--- src/rtl/nibble_source.sv ---
// Framed LFSR nibble source with valid/ready output handshake.
// Emits FRAME_LEN nibbles per accepted start, then one DONE cycle.
module nibble_source #(
    parameter logic [15:0] SEED      = 16'hACE1,
    parameter int unsigned FRAME_LEN = 16
) (
    input  logic       pclk,
    input  logic       RESET_n,
    input  logic       start,
    input  logic       pReady,
    output logic [3:0] random_data,
    output logic       pValid,
    output logic       first,
    output logic       last,
    output logic       busy,
    output logic       done,
    output logic [7:0] frame_cnt
);

    typedef enum logic [1:0] {
        S_IDLE,
        S_SEND,
        S_DONE
    } state_t;

    localparam logic [7:0] LAST_IDX = 8'(FRAME_LEN - 1);

    state_t      r_state;
    logic [7:0]  r_idx;
    logic [15:0] r_lfsr;
    logic [7:0]  r_frame_cnt;
    logic        r_pvalid;
    logic        r_first;
    logic        r_last;
    logic        r_busy;
    logic        r_done;

    logic        w_xfer;
    logic        w_fb;
    logic        w_at_last;
    logic [7:0]  w_idx_inc;

    assign w_xfer    = r_pvalid & pReady;
    assign w_fb      = r_lfsr[15] ^ r_lfsr[13]
                     ^ r_lfsr[12] ^ r_lfsr[10];
    assign w_at_last = (r_idx == LAST_IDX);
    assign w_idx_inc = r_idx + 8'd1;

    assign random_data = r_lfsr[3:0];
    assign pValid      = r_pvalid;
    assign first       = r_first;
    assign last        = r_last;
    assign busy        = r_busy;
    assign done        = r_done;
    assign frame_cnt   = r_frame_cnt;

    // LFSR: steps only on a transfer; a stuck-at-zero value reloads SEED
    always_ff @(posedge pclk) begin
        if (!RESET_n) begin
            r_lfsr <= SEED;
        end else if (r_lfsr == 16'h0000) begin
            r_lfsr <= SEED;
        end else if (w_xfer) begin
            r_lfsr <= {r_lfsr[14:0], w_fb};
        end
    end

    // Frame FSM with registered handshake and status outputs
    always_ff @(posedge pclk) begin
        if (!RESET_n) begin
            r_state     <= S_IDLE;
            r_idx       <= 8'd0;
            r_frame_cnt <= 8'd0;
            r_pvalid    <= 1'b0;
            r_first     <= 1'b0;
            r_last      <= 1'b0;
            r_busy      <= 1'b0;
            r_done      <= 1'b0;
        end else begin
            unique case (r_state)
                S_IDLE: begin
                    r_done <= 1'b0;
                    if (start) begin
                        r_state  <= S_SEND;
                        r_idx    <= 8'd0;
                        r_pvalid <= 1'b1;
                        r_first  <= 1'b1;
                        r_last   <= (LAST_IDX == 8'd0);
                        r_busy   <= 1'b1;
                    end
                end
                S_SEND: begin
                    if (w_xfer) begin
                        if (w_at_last) begin
                            r_state  <= S_DONE;
                            r_pvalid <= 1'b0;
                            r_first  <= 1'b0;
                            r_last   <= 1'b0;
                            r_done   <= 1'b1;
                        end else begin
                            r_idx   <= w_idx_inc;
                            r_first <= 1'b0;
                            r_last  <= (w_idx_inc == LAST_IDX);
                        end
                    end
                end
                S_DONE: begin
                    r_state     <= S_IDLE;
                    r_done      <= 1'b0;
                    r_busy      <= 1'b0;
                    r_frame_cnt <= r_frame_cnt + 8'd1;
                end
                default: begin
                    r_state  <= S_IDLE;
                    r_pvalid <= 1'b0;
                    r_first  <= 1'b0;
                    r_last   <= 1'b0;
                    r_busy   <= 1'b0;
                    r_done   <= 1'b0;
                end
            endcase
        end
    end

endmodule

--- config.mk ---
export PLATFORM = sky130hd
export DESIGN_NAME = nibble_source
export DESIGN_NICKNAME = d
export VERILOG_FILES = /design/src/rtl/nibble_source.sv
export SDC_FILE = /design/constraint.sdc
export NUM_CORES = 1
export LEC_CHECK = 0
export ABC_AREA = 0
export CORE_MARGIN = 2
export CORE_UTILIZATION = 40
export CTS_CLUSTER_DIAMETER = 60
export DETAILED_ROUTE_END_ITERATION = 16
export GPL_ROUTABILITY_DRIVEN = 0
export PLACE_DENSITY = 0.61
export SETUP_SLACK_MARGIN = 0.15
export SLEW_MARGIN = 20
export SYNTH_ARGS = -nofsm -noshare
export SYNTH_HDL_FRONTEND = slang
export SYNTH_SLANG_ARGS = --single-unit
--- constraint.sdc ---
create_clock -name pclk -period 3.81 [get_ports pclk]
set_input_delay 0.9525 -clock pclk [delete_from_list [all_inputs] [get_ports pclk]]
set_output_delay 0.9525 -clock pclk [all_outputs]
set_load 0.01 [all_outputs]
# Word level (Yosys, flattened, before mapping)
# Cells that the tools add are included.
# word_totals
reg_bits,39
input_bits,4
output_inout_bits,17
elab_cells,56
# classes
add_sub_neg,2
n_eq_ne,8
n_mux,19
bitwise,7
n_reduce_logical,11
# ops
op,n
$mux W8,3
$add A8 B1 Y8 const B,2
$eq A8 B4 Y1 const B,2
$logic_not A16 Y1,1
$pmux W8 S2,1
$pmux W1 S3,3
$ne A2 B2 Y1 const B,4
$reduce_and A4 Y1,2
$mux W1,7
$mux W2,3
$reduce_and A2 Y1,3
$reduce_and A3 Y1,2
$pmux W2 S2,1
$not A1 Y1,3
$xor A1 B1 Y1,3
$eq A2 B1 Y1 const B,1
$eq A2 B2 Y1 const B,1
$logic_not A2 Y1,1
$pmux W1 S2,1
$reduce_bool A2 Y1,1
$reduce_or A2 Y1,1
$and A1 B1 Y1,1

# Depth between registers and ports, before layout
# depth
word_depth,5
depth_mapped,6
ltp_nobuf,5

# Least setup slack after synthesis
# No wires, ideal clock.
# synth_timing
path_type,input to register
start,input port pReady
end,"register r_last, in the netlist last"
setup_ps,69
arrival_time_ps,1808
required_time_ps,3741
setup_slack_ps,1933
cell_stages,5
path_buffers,1
cell_sequence,and2_1 buf_4 o21ai_1 a2111o_1 o21ai_1
# synth_via
elab_chain_cells,3
# synth_lines
element,line,text
"start, declared",10,"input logic pReady,"
$and A1 B1 Y1,43,assign w_xfer = r_pvalid & pReady;
$ne A2 B2 Y1 (no source line),-,
$reduce_and A3 Y1 (no source line),-,
"end signal, assigned",88,r_last <= (LAST_IDX == 8'd0);
"end signal, assigned",103,r_last <= (w_idx_inc == LAST_IDX);
"end, declared",34,logic r_last;
# No other way between the ends.
# A chain may end at the register's enable or synchronous reset.

==> impl_metrics.env <==
export IMPL_ios=21
export IMPL_io_buffers=20
export IMPL_cts_repair_timing_setup_buffer_count=0
export IMPL_grt_first_pass_wirelength_um=6065
export IMPL_drive_above_1_share_pct=7.359
export IMPL_cp_start_kind="input port"
export IMPL_timing_clock_skew_ps=10.74
export IMPL_groute_usage_overall_pct=15.08
export IMPL_cts_path_max_buffers=2
export IMPL_post_synth_xor_area_fraction_pct=5.657
export IMPL_finalSetupViolations=0
export IMPL_finalHoldWorstSlack_ps=456.9
export IMPL_max_freq_ghz=0.4145
export IMPL_die_area_mm2=0.005206
export IMPL_initial_utilization_pct=42.09
export IMPL_postSynthNetCount=223
export IMPL_postSynth_asyncResetShare_pct=0
export IMPL_core_mm2=0.004414
export IMPL_cellPowerDensity_mw_per_mm2=362.2
export IMPL_timing_hold_worst_class="register to register"
export IMPL_vias=1530
export IMPL_crit_path_max_fanout=11
export IMPL_drt_pre_antenna_iters=4
export IMPL_cts_tree="done"
export IMPL_synth_mux_area_share_pct=1.077
export IMPL_vdd_ir_drop_worst_v=0.0001571
export IMPL_cts_htree_levels=2
export IMPL_timing_setup_tns_ps=0
export IMPL_hold_viol_final=0
export IMPL_worstRegToRegCells=5
export IMPL_grt_start_max_net_pins=19
export IMPL_final_critical_path_time_including_i_o_delays_and_setup_ps=2413
export IMPL_cp_data_required_time_ps=4030
export IMPL_synth_compound_area_share_pct=16.43
export IMPL_cp_startpoint="RESET_n"
export IMPL_instances_no_fill=283
export IMPL_crit_path_end_kind="register"
export IMPL_synth_flop_cell="sky130_fd_sc_hd__dfxtp_1"
export IMPL_synthesis_area_mm2=0.001858
export IMPL_post_route_util_pct=48.47
export IMPL_ffs_latches_synth=39
export IMPL_power_static_leakage_uw=0.0007975
export IMPL_slew_at_the_pin_with_the_worst_max_slew_slack_ps=550.7
export IMPL_drt_drc_violations_left=0
export IMPL_cts_repair_resized=0
export IMPL_layout_worst_path_cycle_share_pct=63.33
export IMPL_number_of_buffers_created_by_cts=5
export IMPL_numClockSinks=39
export IMPL_number_of_instances_on_the_worst_hold_path=2
export IMPL_synth_simple_gate_area_share_pct=27.07
export IMPL_place_detailed_instances=275
export IMPL_number_of_antenna_violations_at_the_first_check_in_global_routing=0
export IMPL_setup_worst_path_class="input port to register"
export IMPL_globalRouteOverflowTotal=0
export IMPL_synth_seq_area_share_pct=42.02
export IMPL_placement_rows=24
export IMPL_outcome="complete, no violations"
export IMPL_placed_area_mm2=0.002054
export IMPL_final_design_area_no_fill_mm2=0.002140
export IMPL_slew_viol_final=0
export IMPL_slew_headroom_pct=63.21
export IMPL_ys_warnings_count=0
export IMPL_synthToLayoutAreaGrowth_pct=15.15
export IMPL_postSynthAreaPerCell_um2=8.602
export IMPL_die_outline_width_um=72.16
export IMPL_dpl_hpwl_um=2471
export IMPL_cts_root_buf="sky130_fd_sc_hd__clkbuf_8"
export IMPL_arrival_ps=2640
export IMPL_routed_wirelength_um=3624
export IMPL_avgRoutedWirePerCell_um=12.81
export IMPL_synthCells=216
export IMPL_hp_start="first"
export IMPL_max_cap_violations=0
export IMPL_synth_edff_count=0
export IMPL_critical_path_reg2reg_startpoint="r_idx[0]"
export IMPL_drt_initial_drc_count=85
export IMPL_synth_distinct_cells=46
export IMPL_antenna_cells=0
export IMPL_antenna_violating_nets_post_route=0
export IMPL_drt_vias_per_instance=5.406
export IMPL_insertion_delay_ps=300
export IMPL_grt_setup_unrepaired="no"
export IMPL_yosys_area_share_adder_pct=2.020
export IMPL_synth_top_family_by_area="simple AND/OR/NAND/NOR gates"
export IMPL_clkSlewWorstSetupHoldPaths_ps=70
export IMPL_hold_buffers=0
export IMPL_die_h_um=72.16
export IMPL_final_net_count=237
export IMPL_first_global_vias=1317
[sequential cells by signal (all words and copies together), names as in the netlist]
register   cells
r_lfsr        16
done           1
busy           1
r_idx          8
first          1
pValid         1
frame_cnt      8
r_state        2
last           1
[metrics by stage]
stage          power (uW)  worst slack (ps)
2_1_floorplan       488.6              1933
3_3_place_gp        509.2              1150
3_5_place_dp        510.0              1091
4_1_cts             786.4              1406
5_1_grt             811.7              1293
6_report            774.9              1397
[critical path, cell delays in order]
cell                              delay (ps)
sky130_fd_sc_hd__clkdlybuf4s50_1         740
sky130_fd_sc_hd__and3b_1                 340
sky130_fd_sc_hd__o211ai_4                160
sky130_fd_sc_hd__or3_1                   370
sky130_fd_sc_hd__o21ai_1                  70
[final timing paths]
check / end / slack [ps]
setup reg to reg: pValid / 1940
setup / recovery: r_idx[3] / 1400
hold / removal: first / 460
hold reg to reg: first / 460
[report_power, final]
group          internal, uW  switching [uW]  total [uW]
Sequential              421            13.5         434
Clock                   128             148         276
Combinational          29.4            35.6        65.0
Total                   578             197         775
[layout by cell type, fill, tap and decap left out, types with 3 or more instances in the layout]
cell / n
sky130_fd_sc_hd__nand2_1: 39
sky130_fd_sc_hd__nor3_1: 3
sky130_fd_sc_hd__and2_1: 3
sky130_fd_sc_hd__clkbuf_8: 5
sky130_fd_sc_hd__dfxtp_1: 39
sky130_fd_sc_hd__o21a_1: 3
sky130_fd_sc_hd__nor4_1: 5
sky130_fd_sc_hd__ha_1: 3
sky130_fd_sc_hd__xor2_1: 7
sky130_fd_sc_hd__inv_1: 5
sky130_fd_sc_hd__nand4_1: 6
sky130_fd_sc_hd__o211ai_1: 3
sky130_fd_sc_hd__nand3_1: 13
sky130_fd_sc_hd__and3_1: 3
sky130_fd_sc_hd__o21ai_1: 5
sky130_fd_sc_hd__nor2_1: 13
sky130_fd_sc_hd__clkdlybuf4s50_1: 20
sky130_fd_sc_hd__a21oi_1: 11
sky130_fd_sc_hd__xnor2_1: 5
[layer usage]
| metal | part of all wire, % | vias up | global-route usage, % |
|---|---|---|---|
| met4 | 1.8 | 0 | 6.289 |
| met2 | 43 | 25 | 22.12 |
| met1 | 51 | 713 | 20.49 |
| met3 | 4.0 | 6 | 4.722 |
| met5 | 0 | - | 0 |
| li1 | - | 786 | - |
[cells in the mapped netlist (2+ instances only)]
cell                       number  area (um^2)
sky130_fd_sc_hd__nor2_1        13        48.80
sky130_fd_sc_hd__a22oi_1        2        15.01
sky130_fd_sc_hd__dfxtp_1       39        780.8
sky130_fd_sc_hd__o21ai_1        5        25.02
sky130_fd_sc_hd__ha_1           3        37.54
sky130_fd_sc_hd__and3_1         3        18.77
sky130_fd_sc_hd__nor3_1         3        15.01
sky130_fd_sc_hd__o22ai_1        2        12.51
sky130_fd_sc_hd__a21oi_1       11        55.05
sky130_fd_sc_hd__a211oi_1       2        15.01
sky130_fd_sc_hd__nand4_1        6        37.54
sky130_fd_sc_hd__o21a_1         3        22.52
sky130_fd_sc_hd__nor2b_1        2        12.51
sky130_fd_sc_hd__buf_4          6        45.04
sky130_fd_sc_hd__o211ai_1       3        22.52
sky130_fd_sc_hd__nand3_1       13        65.06
sky130_fd_sc_hd__mux2i_1        2        20.02
sky130_fd_sc_hd__and2_1         3        18.77
sky130_fd_sc_hd__clkbuf_1       5        18.77
sky130_fd_sc_hd__nor4_1         5        31.28
sky130_fd_sc_hd__o211ai_4       2        42.54
sky130_fd_sc_hd__buf_2          4        20.02
sky130_fd_sc_hd__a31o_1         2        17.52
sky130_fd_sc_hd__nand2_1       39        146.4
sky130_fd_sc_hd__inv_1          5        18.77
sky130_fd_sc_hd__xor2_1         7        61.31
sky130_fd_sc_hd__a21o_1         2        15.01
sky130_fd_sc_hd__xnor2_1        5        43.79
sky130_fd_sc_hd__and4_1         2        17.52
[kinds of logic after synthesis]
family	Yosys count
xor+xnor	12
mux	2
simple gates	98
flops	39
compound gates	41
buf+inv	21
fa+ha+maj	3
[area by class of cell]
cell class,count,area [um^2]
fillers,425,2275
multi-input cells,156,970.9
flip-flops and latches,39,780.7
repair buffers,22,215.2
clock buffers,6,72.57
well taps,52,65.06
inverters,6,22.52
clock inverters,2,12.51
Power figures use the tool's default switching activity.
